File: src/rtl/rv32e_pkg.sv
// Shared rv32e definitions: CPU opcodes, SPI flash/SRAM command bytes,
// memory-controller state encoding and received-data mapping helpers.
package rv32e_pkg;

    localparam logic [6:0] OPC_LOAD   = 7'b0000011;
    localparam logic [6:0] OPC_STORE  = 7'b0100011;
    localparam logic [6:0] OPC_OP_IMM = 7'b0010011;
    localparam logic [6:0] OPC_OP     = 7'b0110011;
    localparam logic [6:0] OPC_BRANCH = 7'b1100011;
    localparam logic [6:0] OPC_JAL    = 7'b1101111;
    localparam logic [6:0] OPC_JALR   = 7'b1100111;
    localparam logic [6:0] OPC_LUI    = 7'b0110111;
    localparam logic [6:0] OPC_AUIPC  = 7'b0010111;

    localparam logic [7:0] SPI_CMD_READ  = 8'h03;
    localparam logic [7:0] SPI_CMD_WRITE = 8'h02;

    typedef enum logic [2:0] {IDLE, CMD, ADDR, DATA, DONE} spi_state_t;

    function automatic logic size_ok(input logic [2:0] n);
        return (n == 3'd1) || (n == 3'd2) || (n == 3'd4);
    endfunction

    // Loads are big-endian within the transfer width, mirroring MSB-aligned stores.
    function automatic logic [31:0] map_load(input logic [31:0] rx, input logic [2:0] n);
        case (n)
            3'd1:    return {24'd0, rx[7:0]};
            3'd2:    return {16'd0, rx[15:0]};
            default: return rx;
        endcase
    endfunction

    // Fetches are little-endian: the first byte received lands in bits [7:0].
    function automatic logic [31:0] map_fetch(input logic [31:0] rx, input logic [2:0] n);
        case (n)
            3'd1:    return {24'd0, rx[7:0]};
            3'd2:    return {16'd0, rx[7:0], rx[15:8]};
            default: return {rx[7:0], rx[15:8], rx[23:16], rx[31:24]};
        endcase
    endfunction

endpackage

File: src/rtl/spi_mem_ctrl_if.sv
// Core-side request/response bundle of the SPI memory controller.
interface spi_mem_ctrl_if;
    logic        start_request;
    logic        is_write;
    logic        is_data_fetch;
    logic [2:0]  num_bytes;
    logic [31:0] target_address;
    logic [31:0] write_value;
    logic [31:0] fetched_instruction;
    logic [31:0] fetched_data;
    logic        request_done;

    modport master (
        output start_request, is_write, is_data_fetch, num_bytes, target_address, write_value,
        input  fetched_instruction, fetched_data, request_done
    );

    modport slave (
        input  start_request, is_write, is_data_fetch, num_bytes, target_address, write_value,
        output fetched_instruction, fetched_data, request_done
    );
endinterface

File: src/rtl/spi_shift_engine.sv
// MSB-first SPI mode-0 shifter: two clk cycles per bit, up to 32 bits per load.
// done_o flags the final bit's high phase so the next segment can load without a gap.
module spi_shift_engine (
    input  logic        clk,
    input  logic        rst,
    input  logic        load_i,
    input  logic [5:0]  width_i,
    input  logic [31:0] tx_i,
    input  logic        miso_i,
    output logic        sclk_o,
    output logic        mosi_o,
    output logic        busy_o,
    output logic        done_o,
    output logic [31:0] rx_o
);
    logic        busy_q, busy_d;
    logic        phase_q, phase_d;
    logic [5:0]  cnt_q, cnt_d;
    logic [31:0] sh_q, sh_d;
    logic [31:0] rx_q, rx_d;

    always_comb begin
        busy_d  = busy_q;
        phase_d = phase_q;
        cnt_d   = cnt_q;
        sh_d    = sh_q;
        rx_d    = rx_q;
        if (load_i) begin
            busy_d  = (width_i != 6'd0);
            phase_d = 1'b0;
            cnt_d   = width_i;
            sh_d    = tx_i;
            rx_d    = '0;
        end else if (busy_q) begin
            if (!phase_q) begin
                // Rising sclk: sample miso, which the slave set up during the low phase.
                phase_d = 1'b1;
                rx_d    = {rx_q[30:0], miso_i};
            end else begin
                phase_d = 1'b0;
                sh_d    = {sh_q[30:0], 1'b0};
                cnt_d   = cnt_q - 6'd1;
                if (cnt_q == 6'd1) busy_d = 1'b0;
            end
        end
    end

    always_ff @(posedge clk) begin
        if (rst) begin
            busy_q  <= 1'b0;
            phase_q <= 1'b0;
            cnt_q   <= '0;
            rx_q    <= '0;
        end else begin
            busy_q  <= busy_d;
            phase_q <= phase_d;
            cnt_q   <= cnt_d;
            rx_q    <= rx_d;
        end
        sh_q <= sh_d;
    end

    assign sclk_o = busy_q & phase_q;
    assign mosi_o = busy_q & sh_q[31];
    assign busy_o = busy_q;
    assign done_o = busy_q & phase_q & (cnt_q == 6'd1);
    assign rx_o   = rx_q;
endmodule

File: src/rtl/spi_mem_ctrl.sv
// Memory stage of the rv32e core: one SPI read/write per request to flash (cs1)
// or SRAM (cs2), sequencing command, address and data through the shift engine.
module spi_mem_ctrl
    import rv32e_pkg::*;
#(
    parameter int ADDR_BITS   = 24,
    parameter int DEV_SEL_BIT = 24
) (
    input  logic          clk,
    input  logic          rst,
    spi_mem_ctrl_if.slave bus,
    input  logic          miso,
    output logic          sclk,
    output logic          mosi,
    output logic          cs1,
    output logic          cs2
);
    spi_state_t state_q, state_d;
    logic                 cs1_q, cs1_d, cs2_q, cs2_d;
    logic [31:0]          instr_q, instr_d, data_q, data_d;
    logic                 wr_q, dfetch_q;
    logic [2:0]           nb_q;
    logic [ADDR_BITS-1:0] addr_q;
    logic [31:0]          wval_q;
    logic                 latch;

    logic        eng_load, eng_busy, eng_done;
    logic [5:0]  eng_width;
    logic [31:0] eng_tx, eng_rx;
    logic        unused_addr_bits;

    assign unused_addr_bits = ^bus.target_address;

    spi_shift_engine u_engine (
        .clk     (clk),
        .rst     (rst),
        .load_i  (eng_load),
        .width_i (eng_width),
        .tx_i    (eng_tx),
        .miso_i  (miso),
        .sclk_o  (sclk),
        .mosi_o  (mosi),
        .busy_o  (eng_busy),
        .done_o  (eng_done),
        .rx_o    (eng_rx)
    );

    always_comb begin
        state_d   = state_q;
        cs1_d     = cs1_q;
        cs2_d     = cs2_q;
        instr_d   = instr_q;
        data_d    = data_q;
        latch     = 1'b0;
        eng_load  = 1'b0;
        eng_width = '0;
        eng_tx    = '0;
        unique case (state_q)
            IDLE: begin
                if (bus.start_request && !eng_busy) begin
                    latch = 1'b1;
                    // Bad sizes and stores to flash complete at once with no bus traffic.
                    if (!size_ok(bus.num_bytes) || (bus.is_write && !bus.target_address[DEV_SEL_BIT])) begin
                        state_d = DONE;
                    end else begin
                        state_d   = CMD;
                        eng_load  = 1'b1;
                        eng_width = 6'd8;
                        eng_tx    = {(bus.is_write ? SPI_CMD_WRITE : SPI_CMD_READ), 24'd0};
                        cs1_d     = bus.target_address[DEV_SEL_BIT];
                        cs2_d     = !bus.target_address[DEV_SEL_BIT];
                    end
                end
            end
            CMD: begin
                if (eng_done) begin
                    state_d   = ADDR;
                    eng_load  = 1'b1;
                    eng_width = 6'(ADDR_BITS);
                    eng_tx    = 32'(addr_q) << (32 - ADDR_BITS);
                end
            end
            ADDR: begin
                if (eng_done) begin
                    state_d   = DATA;
                    eng_load  = 1'b1;
                    eng_width = {nb_q, 3'b000};
                    eng_tx    = wr_q ? wval_q : 32'd0;
                end
            end
            DATA: begin
                if (eng_done) begin
                    state_d = DONE;
                    cs1_d   = 1'b1;
                    cs2_d   = 1'b1;
                    if (!wr_q) begin
                        if (dfetch_q) data_d  = map_load(eng_rx, nb_q);
                        else          instr_d = map_fetch(eng_rx, nb_q);
                    end
                end
            end
            DONE: begin
                if (!bus.start_request) state_d = IDLE;
            end
            default: state_d = IDLE;
        endcase
    end

    always_ff @(posedge clk) begin
        if (rst) begin
            state_q <= IDLE;
            cs1_q   <= 1'b1;
            cs2_q   <= 1'b1;
            instr_q <= '0;
            data_q  <= '0;
        end else begin
            state_q <= state_d;
            cs1_q   <= cs1_d;
            cs2_q   <= cs2_d;
            instr_q <= instr_d;
            data_q  <= data_d;
        end
        if (latch) begin
            wr_q     <= bus.is_write;
            dfetch_q <= bus.is_data_fetch;
            nb_q     <= bus.num_bytes;
            addr_q   <= bus.target_address[ADDR_BITS-1:0];
            wval_q   <= bus.write_value;
        end
    end

    assign cs1                     = cs1_q;
    assign cs2                     = cs2_q;
    assign bus.fetched_instruction = instr_q;
    assign bus.fetched_data        = data_q;
    assign bus.request_done        = (state_q == DONE);
endmodule

File: src/flat_wrapper.sv
// flat-port wrapper written by rule: the top's interface ports become plain ports
module spi_mem_ctrl_flat import rv32e_pkg::*;
#(
    parameter int ADDR_BITS   = 24,
    parameter int DEV_SEL_BIT = 24
)
  (clk, rst, miso, sclk, mosi, cs1, cs2, bus_start_request, bus_is_write, bus_is_data_fetch, bus_num_bytes, bus_target_address, bus_write_value, bus_fetched_instruction, bus_fetched_data, bus_request_done);
  spi_mem_ctrl_if bus_i ();
  input  logic clk;
  input  logic rst;
  input  logic miso;
  output logic sclk;
  output logic mosi;
  output logic cs1;
  output logic cs2;
  input wire logic [$bits(bus_i.start_request)-1:0] bus_start_request;
  input wire logic [$bits(bus_i.is_write)-1:0] bus_is_write;
  input wire logic [$bits(bus_i.is_data_fetch)-1:0] bus_is_data_fetch;
  input wire logic [$bits(bus_i.num_bytes)-1:0] bus_num_bytes;
  input wire logic [$bits(bus_i.target_address)-1:0] bus_target_address;
  input wire logic [$bits(bus_i.write_value)-1:0] bus_write_value;
  output wire logic [$bits(bus_i.fetched_instruction)-1:0] bus_fetched_instruction;
  output wire logic [$bits(bus_i.fetched_data)-1:0] bus_fetched_data;
  output wire logic [$bits(bus_i.request_done)-1:0] bus_request_done;
  assign bus_i.start_request = bus_start_request;
  assign bus_i.is_write = bus_is_write;
  assign bus_i.is_data_fetch = bus_is_data_fetch;
  assign bus_i.num_bytes = bus_num_bytes;
  assign bus_i.target_address = bus_target_address;
  assign bus_i.write_value = bus_write_value;
  assign bus_fetched_instruction = bus_i.fetched_instruction;
  assign bus_fetched_data = bus_i.fetched_data;
  assign bus_request_done = bus_i.request_done;
  spi_mem_ctrl #(.ADDR_BITS(ADDR_BITS), .DEV_SEL_BIT(DEV_SEL_BIT)) u_core (.clk(clk), .rst(rst), .bus(bus_i), .miso(miso), .sclk(sclk), .mosi(mosi), .cs1(cs1), .cs2(cs2));
endmodule
File: config.mk
export PLATFORM = sky130hd
export DESIGN_NAME = spi_mem_ctrl_flat
export DESIGN_NICKNAME = d
export VERILOG_FILES = /design/src/rtl/rv32e_pkg.sv /design/src/rtl/spi_mem_ctrl_if.sv /design/src/rtl/spi_shift_engine.sv /design/src/rtl/spi_mem_ctrl.sv /design/src/flat_wrapper.sv
export SDC_FILE = /design/constraint.sdc
export NUM_CORES = 1
export LEC_CHECK = 0
export BUFFER_PORTS_ARGS = -buffer_cell sky130_fd_sc_hd__buf_2
export CAP_MARGIN = 20
export CORE_MARGIN = 10
export CORE_UTILIZATION = 40
export DETAILED_ROUTE_END_ITERATION = 16
export GPL_ROUTABILITY_DRIVEN = 0
export PLACE_DENSITY = 0.59
export SLEW_MARGIN = 0
export SYNTH_ARGS = -nofsm -noshare
export SYNTH_HDL_FRONTEND = slang
export SYNTH_HIERARCHICAL = 1
export SYNTH_SLANG_ARGS = --single-unit
File: constraint.sdc
create_clock -name clk -period 5.9 [get_ports clk]
set_clock_uncertainty 0.1 [all_clocks]
set_input_delay 1.18 -clock clk [delete_from_list [all_inputs] [get_ports clk]]
set_output_delay 1.18 -clock clk [all_outputs]
set_load 0.01 [all_outputs]
==> out/qor.yml, run 1 <==
status: "finished, final reports clean"
endpoint_kind: "flip-flop"
fp.dieH_um: 163
setup_violations: 0
wl_um: 20700
max_stage_delay_ps: 650
io_pins: 142
crit_family: "simple AND/OR/NAND/NOR gates"
critical_path.cell_chain: "buf_2, nand2b_1, or4_1, inv_2, nand2b_1, nand2_1, buf_4, or2_2, a21oi_1"
dr.pass1.iters: 4
rsz0062_at_grt: "false"
switching_power_w: 0.000734
antenna_found_initial: 2
vias: 6169
cts_sinks: 202
r2r-start: "u_core/u_engine/cnt_q[2]$_SDFFE_PP0P_"
syn_to_final_growth_pct: 21.0
die-area_mm2: 0.0266
final_core_utilization: 0.491
r2r_end: "u_core/u_engine/rx_o[14]$_SDFFE_PP0P_"
crit_arrival_ps: 3680
clockRootBuffer: "clkbuf_16"
die_w_um: 163
drv_cap: 0
cp_max_fo: 33
p_seq_frac: 0.491
synthFlopType: "dfxtp_1"
htreeDepth: 1
p_per_area_mw_per_mm2: 325
tightestPinTransition_ps: 754
via_per_inst: 5.22
period_needed_ps: 3410
drive_gt1_frac: 0.250
cts.clk_slew.worst_paths_ps: 60
leakage_nw: 3.63
cts_tree: "yes"
maxSlewViolCount: 0
ys_ff_latch: 202
finalNetCount: 970
cp-start-kind: "input pin"
dpl.hpwl_um: 13800
swShare: 0.227
cp_num_cells: 9
insertion_delay_ps: 530
crit_required_ps: 6160
avgSynthCellArea_um2: 10.5
final_antenna_net_count: 0
ys_types: 58
slowest_stage: "or2_2"
ys_seq_area_frac: 0.606
synth_edf_count: 93
crit_start: "bus_start_request"
reg2reg_slack_ps: 2580
relSlewSlack: 0.497
internal_power_w: 0.00250
hold_path_class: "flip-flop to flip-flop"
grt_usage: 0.149
ctsHoldBuffers: 0
wl_per_cell_um: 17.5
setup.worst_path.class: "input pin to flip-flop"
overflow: 0
initialDrtViolationCount: 522
grt_pass1_wl_um: 32700
max_freq_mhz: 293
comb_power_share: 0.063
clk_path_buf_depth: 3
core.rowCount: 52
cpMostUsedCell: "nand2b_1"
reg2regPathDepth: 9
coreArea_mm2: 0.0202
start_util: 0.405
ctsResizeCount: 0
final-hold-violation-count: 0
finalHoldWorstSlack_ps: 345
post_cts_buffers: 0
p_clk_frac: 0.446
yosys_warnings: 6
ys_async_sr_fraction: 0
fin_tns_setup_ps: 0
fill_cells: 1862
finalCritPeriodShare: 0.579
grt_pass1_vias: 5987
ir_drop_v: 0.000251
cts_made_buffers: 24
cp.buffers_inverters: 3
cp-endpoint: "u_core/u_engine/rx_o[14]$_SDFFE_PP0P_"
portBuffers: 134
syn_inst: 778
grt_max_degree: 62
post-route-drc-count: 0
syn-cell-area_mm2: 0.00820
## layout make-up
| cell class | count | area, µm² | share of cell area |
|---|---|---|---|
| Antenna cell | 1 | 2.50 | 0.000252 |
| Clock buffer | 35 | 702 | 0.0707 |
| Clock inverter | 7 | 92.6 | 0.00933 |
| Inverter | 23 | 86.3 | 0.00870 |
| Multi-Input combinational cell | 496 | 2930 | 0.295 |
| Sequential cell | 202 | 4970 | 0.501 |
| Tap cell | 270 | 338 | 0.0340 |
| Timing Repair Buffer | 148 | 800 | 0.0805 |
## registers in the layout (all words and copies together) (netlist names), 3 cells and up
signal,cells
u_core/bus.fetched_data,32
u_core/wval_q,32
u_core/state_q,3
u_core/u_engine/sh_q,32
u_core/addr_q,24
u_core/u_engine/cnt_q,6
u_core/nb_q,3
u_core/bus.fetched_instruction,32
u_core/u_engine/rx_o,32
## cells in the final DEF, fill, tap and decap left out, types with 5 or more instances in the layout
cell type and count:
conb_1 6, nor3_1 17, a22o_1 22, dfxtp_1 109, nor2b_1 18, nand2b_1 5
a211oi_1 10, o22ai_1 6, buf_2 134, and2_1 10, o21ai_0 12, a21oi_1 93
mux2_2 31, nand2_1 133, clkbuf_16 24, edfxtp_1 93, buf_4 12, o221ai_1 11
a32o_1 6, inv_1 21, nor2_1 18, nand3_1 41, clkbuf_8 6, o2bb2ai_1 8
clkbuf_1 5
## metal layers
metal	track usage	vias to the layer above	wire [µm]
met4	0.0385	2	379
li1	-	3027	-
met1	0.203	2911	9210
met3	0.0342	31	1410
met5	0	-	13
met2	0.234	198	9640
## cells by family (layout without fill, tap and decap cells)
| family | after synthesis | count (layout) | synth area share |
|---|---|---|---|
| AND/OR/NAND/NOR | 265 | 265 | 0.153 |
| flip-flops | 202 | 202 | 0.606 |
| AO/OA/AOI/OAI | 187 | 187 | 0.149 |
| buffers and inverters | 85 | 213 | 0.0410 |
| multiplexers | 31 | 31 | 0.0425 |
| XOR/XNOR | 5 | 5 | 0.00534 |
| adder cells (fa/ha/maj) | 2 | 2 | 0.00305 |
| other | 1 | 7 | 0.000457 |
## how the worst min path moves through the flow
stage,startpoint,endpoint,cells past startpoint
2_1_floorplan,u_core/u_engine/rx_o[16]$_SDFFE_PP0P_,u_core/u_engine/rx_o[17]$_SDFFE_PP0P_,2
3_3_place_gp,u_core/bus.fetched_instruction[18]$_SDFFE_PP0P_,u_core/bus.fetched_instruction[18]$_SDFFE_PP0P_,2
3_5_place_dp,u_core/bus.fetched_instruction[20]$_SDFFE_PP0P_,u_core/bus.fetched_instruction[20]$_SDFFE_PP0P_,2
4_1_cts,u_core/bus.fetched_instruction[30]$_SDFFE_PP0P_,u_core/bus.fetched_instruction[30]$_SDFFE_PP0P_,2
5_1_grt,u_core/bus.fetched_instruction[16]$_SDFFE_PP0P_,u_core/bus.fetched_instruction[16]$_SDFFE_PP0P_,2
6_report,u_core/bus.fetched_instruction[20]$_SDFFE_PP0P_,u_core/bus.fetched_instruction[20]$_SDFFE_PP0P_,2
## synthesized netlist by cell type (5+ instances only)
library cell | n | area (µm²)
nor2b_1 | 19 | 119
a22o_1 | 22 | 193
o221ai_1 | 11 | 96.3
dfxtp_1 | 109 | 2180
o21ai_0 | 12 | 60.1
a211oi_1 | 10 | 75.1
a32o_1 | 6 | 60.1
nor2_1 | 18 | 67.6
inv_1 | 22 | 82.6
o2bb2ai_1 | 8 | 70.1
mux2_2 | 31 | 349
a21oi_1 | 93 | 465
clkbuf_1 | 54 | 203
nor3_1 | 18 | 90.1
and2_1 | 10 | 62.6
o22ai_1 | 6 | 37.5
edfxtp_1 | 93 | 2790
nand2b_1 | 5 | 31.3
nand2_1 | 133 | 499
nand3_1 | 41 | 205
## power groups by stage
stage,Sequential [W],Clock [W],Combinational (W)
after floorplan,0.00160,0,0.000153
final,0.00159,0.00144,0.000202
after detailed placement,0.00162,0,0.000205
after global routing,0.00159,0.00154,0.000226
after CTS,0.00159,0.00148,0.000205
after global placement,0.00161,0,0.000202
## worst reg2reg max path: cells and delay by family, from the launching register on
family | cells | cell delay (ps)
and+or+nand+nor | 5 | 1870
buffers and inverters | 2 | 640
DFF | 1 | 360
AOI/OAI and AO/OA | 2 | 200
## per-stage QoR
stage,setup WS (ps),area [µm²],cells,power [W]
after global placement,1930,9090,1137,0.00182
after detailed placement,1920,9100,1138,0.00182
final,2490,9930,1182,0.00323
after global routing,2220,9930,1181,0.00336
after CTS,2450,9900,1180,0.00327
after floorplan,856,8220,783,0.00175
Power figures use the tool's default switching activity.
==> run 2: changes to the inputs <==
PLACE_DENSITY = 0.62   (was 0.59)
clock period = 3 ns   (was 5.9 ns; I/O delays follow)
==> run 2 against run 1 <==
Effect of this change:
- power rose by 93%
- clock power rose by 88%
- utilization rose by 0.28 points
- highest routed layer unchanged
- wire length fell by 3.4%
- count of clock-buffer cells in the layout fell by 3
- combinational power rose by 110%
- setup slack got worse by 2200 ps
- critical path depth fell by 1
- via count fell by 1.1%
- largest power group unchanged
- sequential power rose by 96%
==> out/qor.yml, run 2 (synthesis gave the netlist of run 1 again) <==
status: "finished, final reports clean"
fill_cells: 1867
cp-start-kind: "flip-flop"
final_common_cell: "buf_2"
placed_area_mm2: 0.00924
period_needed_ps: 2710
relSlewSlack: 0.517
wl_um: 20000
core.rowCount: 52
portBuffers: 134
final_cell_mix: "134 x buf_2, 132 x nand2_1, 109 x dfxtp_1, 93 x a21oi_1, 93 x edfxtp_1"
fin_ws_ps: 286
rsz0062_at_grt: "false"
max_stage_delay_ps: 460
setup.worst_path.class: "flip-flop to flip-flop"
multi_input_area_mm2: 0.00296
final-hold-violation-count: 0
cts.clk_slew.worst_paths_ps: 60
reg2regPathDepth: 8
start_util: 0.405
grt_pass1_wl_um: 32200
place_ws_ps: 313
endpoint_kind: "flip-flop"
setup_violations: 0
cpMostUsedCell: "buf_4"
hold_path_class: "input pin to flip-flop"
drive_gt1_frac: 0.260
drv_cap: 0
coreArea_mm2: 0.0202
crit_required_ps: 3340
cts_sinks: 202
clockRootBuffer: "clkbuf_16"
grt_max_degree: 62
dr.pass1.iters: 4
seqCellArea_mm2: 0.00497
antenna_found_initial: 4
finalNonFillerCells: 1191
clk_path_buf_depth: 3
overflow: 0
post_cts_buffers: 0
tightestPinTransition_ps: 725
vias: 6100
fin_tns_setup_ps: 0
htreeDepth: 1
max_freq_mhz: 368
dp.cells: 1147
cts_made_buffers: 23
wl_per_cell_um: 16.8
final_antenna_net_count: 0
min_path_cells: 1
grt_usage: 0.147
via_per_inst: 5.12
p_per_area_mw_per_mm2: 624
initialDrtViolationCount: 453
final_core_utilization: 0.493
final_area_mm2: 0.00998
cp.buffers_inverters: 2
reg2reg_slack_ps: 290
grt_pass1_vias: 6014
finalNetCount: 977
post-route-drc-count: 0
ctsResizeCount: 0
critical_path.cell_chain: "or3_4, nor4_1, buf_4, nand3b_1, or4b_1, buf_4, a221o_1, a21oi_1"
die_w_um: 163
fp.dieH_um: 163
cp_num_cells: 8
cts_tree: "yes"
dpl.hpwl_um: 13500
finalCritPeriodShare: 0.905
crit_family: "simple AND/OR/NAND/NOR gates"
syn_to_final_growth_pct: 21.7
ir_drop_v: 0.000499
ctsHoldBuffers: 0
die-area_mm2: 0.0266
crit_arrival_ps: 3050
cp_max_fo: 40
insertion_delay_ps: 510
leakage_nw: 3.65
io_pins: 142
maxSlewViolCount: 0
slowest_stage: "or4b_1"
run 2: changes by cell type in the layout (fill, tap and decap cells not counted), moves of 2 or more:
cell,delta
clkbuf_8,-2
clkinv_4,+3
buf_4,+7
buf_12,+3
run 2: worst paths after layout:
| check | from | to |
|---|---|---|
| setup / recovery | u_core/u_engine/cnt_q[2]$_SDFFE_PP0P_ | u_core/bus.fetched_instruction[7]$_SDFFE_PP0P_ |
| hold / removal | bus_is_data_fetch | u_core/dfetch_q$_DFFE_PP_ |
| setup reg to reg | u_core/u_engine/cnt_q[2]$_SDFFE_PP0P_ | u_core/bus.fetched_instruction[7]$_SDFFE_PP0P_ |
| hold reg to reg | u_core/bus.fetched_instruction[28]$_SDFFE_PP0P_ | u_core/bus.fetched_instruction[28]$_SDFFE_PP0P_ |
run 2: area by class of cell:
type                            instances  area share
Clock buffer                           32      0.0652
Sequential cell                       202       0.498
Inverter                               23     0.00952
Timing Repair Buffer                  156      0.0875
Multi-Input combinational cell        496       0.296
Antenna cell                            2    0.000501
Clock inverter                         10     0.00877
Tap cell                              270      0.0338
run 2: routing by layer:
layer,up-vias,track usage,wire length [µm]
met2,183,0.231,9030
met1,2841,0.192,8830
met5,-,0,16
met3,25,0.0458,1770
li1,3047,-,-
met4,4,0.0369,307
run 2: through the flow:
step | power [W] | hold WS, ps
6_report | 0.00623 | 165
5_1_grt | 0.00648 | 155
4_1_cts | 0.00631 | 149
3_5_place_dp | 0.00360 | 341
3_3_place_gp | 0.00359 | 336
2_1_floorplan | 0.00345 | 367
run 2: report_power, final:
group	switching (W)	internal, W	leakage [nW]	total, W
Combinational	0.000266	0.000164	1.53	0.000431
Sequential	0.0000599	0.00305	1.75	0.00311
Clock	0.00109	0.00161	0.367	0.00270
==> run 3: changes to the inputs <==
CORE_MARGIN = 2   (was 10)
==> run 3 against run 2 <==
Effect of this change:
- power decreased by 2.9%
- sequential cell count unchanged
- worst hold slack got worse by 1.2 ps
- setup slack about the same
- via count fell by 0.49%
- register-to-register slack is essentially flat
- sequential power about the same
- combinational power is 1% higher
- die area fell by 19%
- wire length decreased by 4.3%
- utilization down 0.14 points
- critical path depth decreased by 1
- highest routed layer unchanged
==> out/qor.yml, run 3 (synthesis gave the netlist of run 1 again) <==
cts.clk_slew.worst_paths_ps: 60
die_w_um: 147
cts_made_buffers: 22
finalPower_w: 0.00605
drive_gt1_frac: 0.254
fin_tns_setup_ps: 0
final_common_cell: "buf_2"
cts_sinks: 202
p_clk_frac: 0.415
crit_required_ps: 3340
leakage_nw: 3.62
cp_max_fo: 40
setup.worst_path.class: "flip-flop to flip-flop"
rsz0062_at_grt: "false"
crit_arrival_ps: 3050
reg2regPathDepth: 7
cts_tree: "yes"
core.rowCount: 52
post_cts_buffers: 0
r2r_end: "u_core/bus.fetched_instruction[7]$_SDFFE_PP0P_"
period_needed_ps: 2710
tightestPinTransition_ps: 742
switching_power_w: 0.00139
comb_power_share: 0.072
max_stage_delay_ps: 490
cp.buffers_inverters: 1
overflow: 0
min_to: "u_core/wval_q[18]$_DFFE_PP_"
grt_pass1_wl_um: 30700
via_per_inst: 5.13
relSlewSlack: 0.506
final_antenna_net_count: 0
fill_cells: 1897
status: "finished, final reports clean"
grt_max_degree: 65
cp-start-kind: "flip-flop"
critical_path.cell_chain: "or3_4, nor4_2, nand3b_1, or4b_1, buf_4, a221o_1, a21oi_1"
r2r-start: "u_core/u_engine/cnt_q[2]$_SDFFE_PP0P_"
reg2reg_slack_ps: 290
finalNetCount: 974
start_util: 0.407
maxSlewViolCount: 0
coreArea_mm2: 0.0202
dpl.hpwl_um: 12500
p_seq_frac: 0.513
clockRootBuffer: "clkbuf_16"
wl_per_cell_um: 16.1
insertion_delay_ps: 510
syn_to_final_growth_pct: 21.0
finalCritPeriodShare: 0.905
clk_path_buf_depth: 3
internal_power_w: 0.00466
hp-start: "bus_write_value[18]"
setup_violations: 0
min_path_cells: 1
max_freq_mhz: 368
portBuffers: 134
final_cell_mix: "134 x buf_2, 132 x nand2_1, 109 x dfxtp_1, 93 x a21oi_1, 93 x edfxtp_1"
die-area_mm2: 0.0217
post-route-drc-count: 0
drv_cap: 0
final-hold-violation-count: 0
grt_usage: 0.175
hold_path_class: "input pin to flip-flop"
slowest_stage: "or4b_1"
swShare: 0.229
htreeDepth: 1
dr.pass1.iters: 5
wl_um: 19100
ir_drop_v: 0.000471
crit_family: "simple AND/OR/NAND/NOR gates"
initialDrtViolationCount: 341
grt_pass1_vias: 5674
final_core_utilization: 0.492
n_antenna_cell: 0
fp.dieH_um: 147
antenna_found_initial: 4
io_pins: 142
p_per_area_mw_per_mm2: 610
vias: 6070
endpoint_kind: "flip-flop"
run 3: cell count changes in the layout (fill, tap and decap cells not counted), moves of 2 or more:
| cell | before | now |
|---|---|---|
| clkinv_1 | 2 | 5 |
| clkinv_4 | 4 | 2 |
| clkbuf_2 | 1 | 3 |
| clkbuf_8 | 4 | 0 |
| diode_2 | 2 | 0 |
| buf_12 | 3 | 5 |
| buf_4 | 19 | 15 |
| clkinv_2 | 3 | 1 |
run 3: power by group through the flow:
| stage | Combinational, W | Sequential [W] | Clock [W] |
|---|---|---|---|
| after floorplan | 0.000315 | 0.00314 | 0 |
| after global placement | 0.000438 | 0.00316 | 0 |
| after detailed placement | 0.000441 | 0.00316 | 0 |
| after CTS | 0.000441 | 0.00311 | 0.00259 |
| after global routing | 0.000484 | 0.00312 | 0.00272 |
| final | 0.000436 | 0.00311 | 0.00251 |
run 3: metrics by stage:
stage	cell area, µm²	std cells	setup WS, ps	hold slack (ps)
6_report	9920	1184	285	164
5_1_grt	9920	1184	106	135
4_1_cts	9920	1184	117	147
3_5_place_dp	9250	1145	175	341
3_3_place_gp	9250	1145	228	336
2_1_floorplan	8270	783	-30.0	367
run 3: area by class of cell:
class                   instances  area, µm²  share of cell area
clock buffers                  29        581              0.0585
clock inverters                10       85.1             0.00857
inverters                      23       95.1             0.00958
multi-input cells             496       2970               0.299
flip-flops and latches        202       4970               0.501
well taps                     270        338              0.0340
repair buffers                154        883              0.0890
run 3: metal layers:
| metal | routed length [µm] | track usage |
|---|---|---|
| met2 | 8710 | 0.278 |
| met1 | 8680 | 0.241 |
| met4 | 395 | 0.0490 |
| met3 | 1300 | 0.0429 |
| met5 | 18 | 0 |
run 3: worst max-delay path by stage:
stage                                                     endpoint  depth (start not counted)                                  start
finish              u_core/bus.fetched_instruction[7]$_SDFFE_PP0P_                          7  u_core/u_engine/cnt_q[2]$_SDFFE_PP0P_
global route        u_core/bus.fetched_instruction[7]$_SDFFE_PP0P_                          7  u_core/u_engine/cnt_q[2]$_SDFFE_PP0P_
CTS                 u_core/bus.fetched_instruction[3]$_SDFFE_PP0P_                          7  u_core/u_engine/cnt_q[2]$_SDFFE_PP0P_
detailed placement  u_core/bus.fetched_instruction[3]$_SDFFE_PP0P_                          7  u_core/u_engine/cnt_q[2]$_SDFFE_PP0P_
global placement    u_core/bus.fetched_instruction[3]$_SDFFE_PP0P_                          7  u_core/u_engine/cnt_q[2]$_SDFFE_PP0P_
floorplan                       u_core/u_engine/sh_q[16]$_DFFE_PP_                          8                      bus_start_request
run 3: what timing repair did:
action | in CTS | in global routing
setup endpoints to repair | 0 | 39
resized for setup | 0 | 1
hold buffers | 0 | 0
hold endpoints to repair | 0 | 0
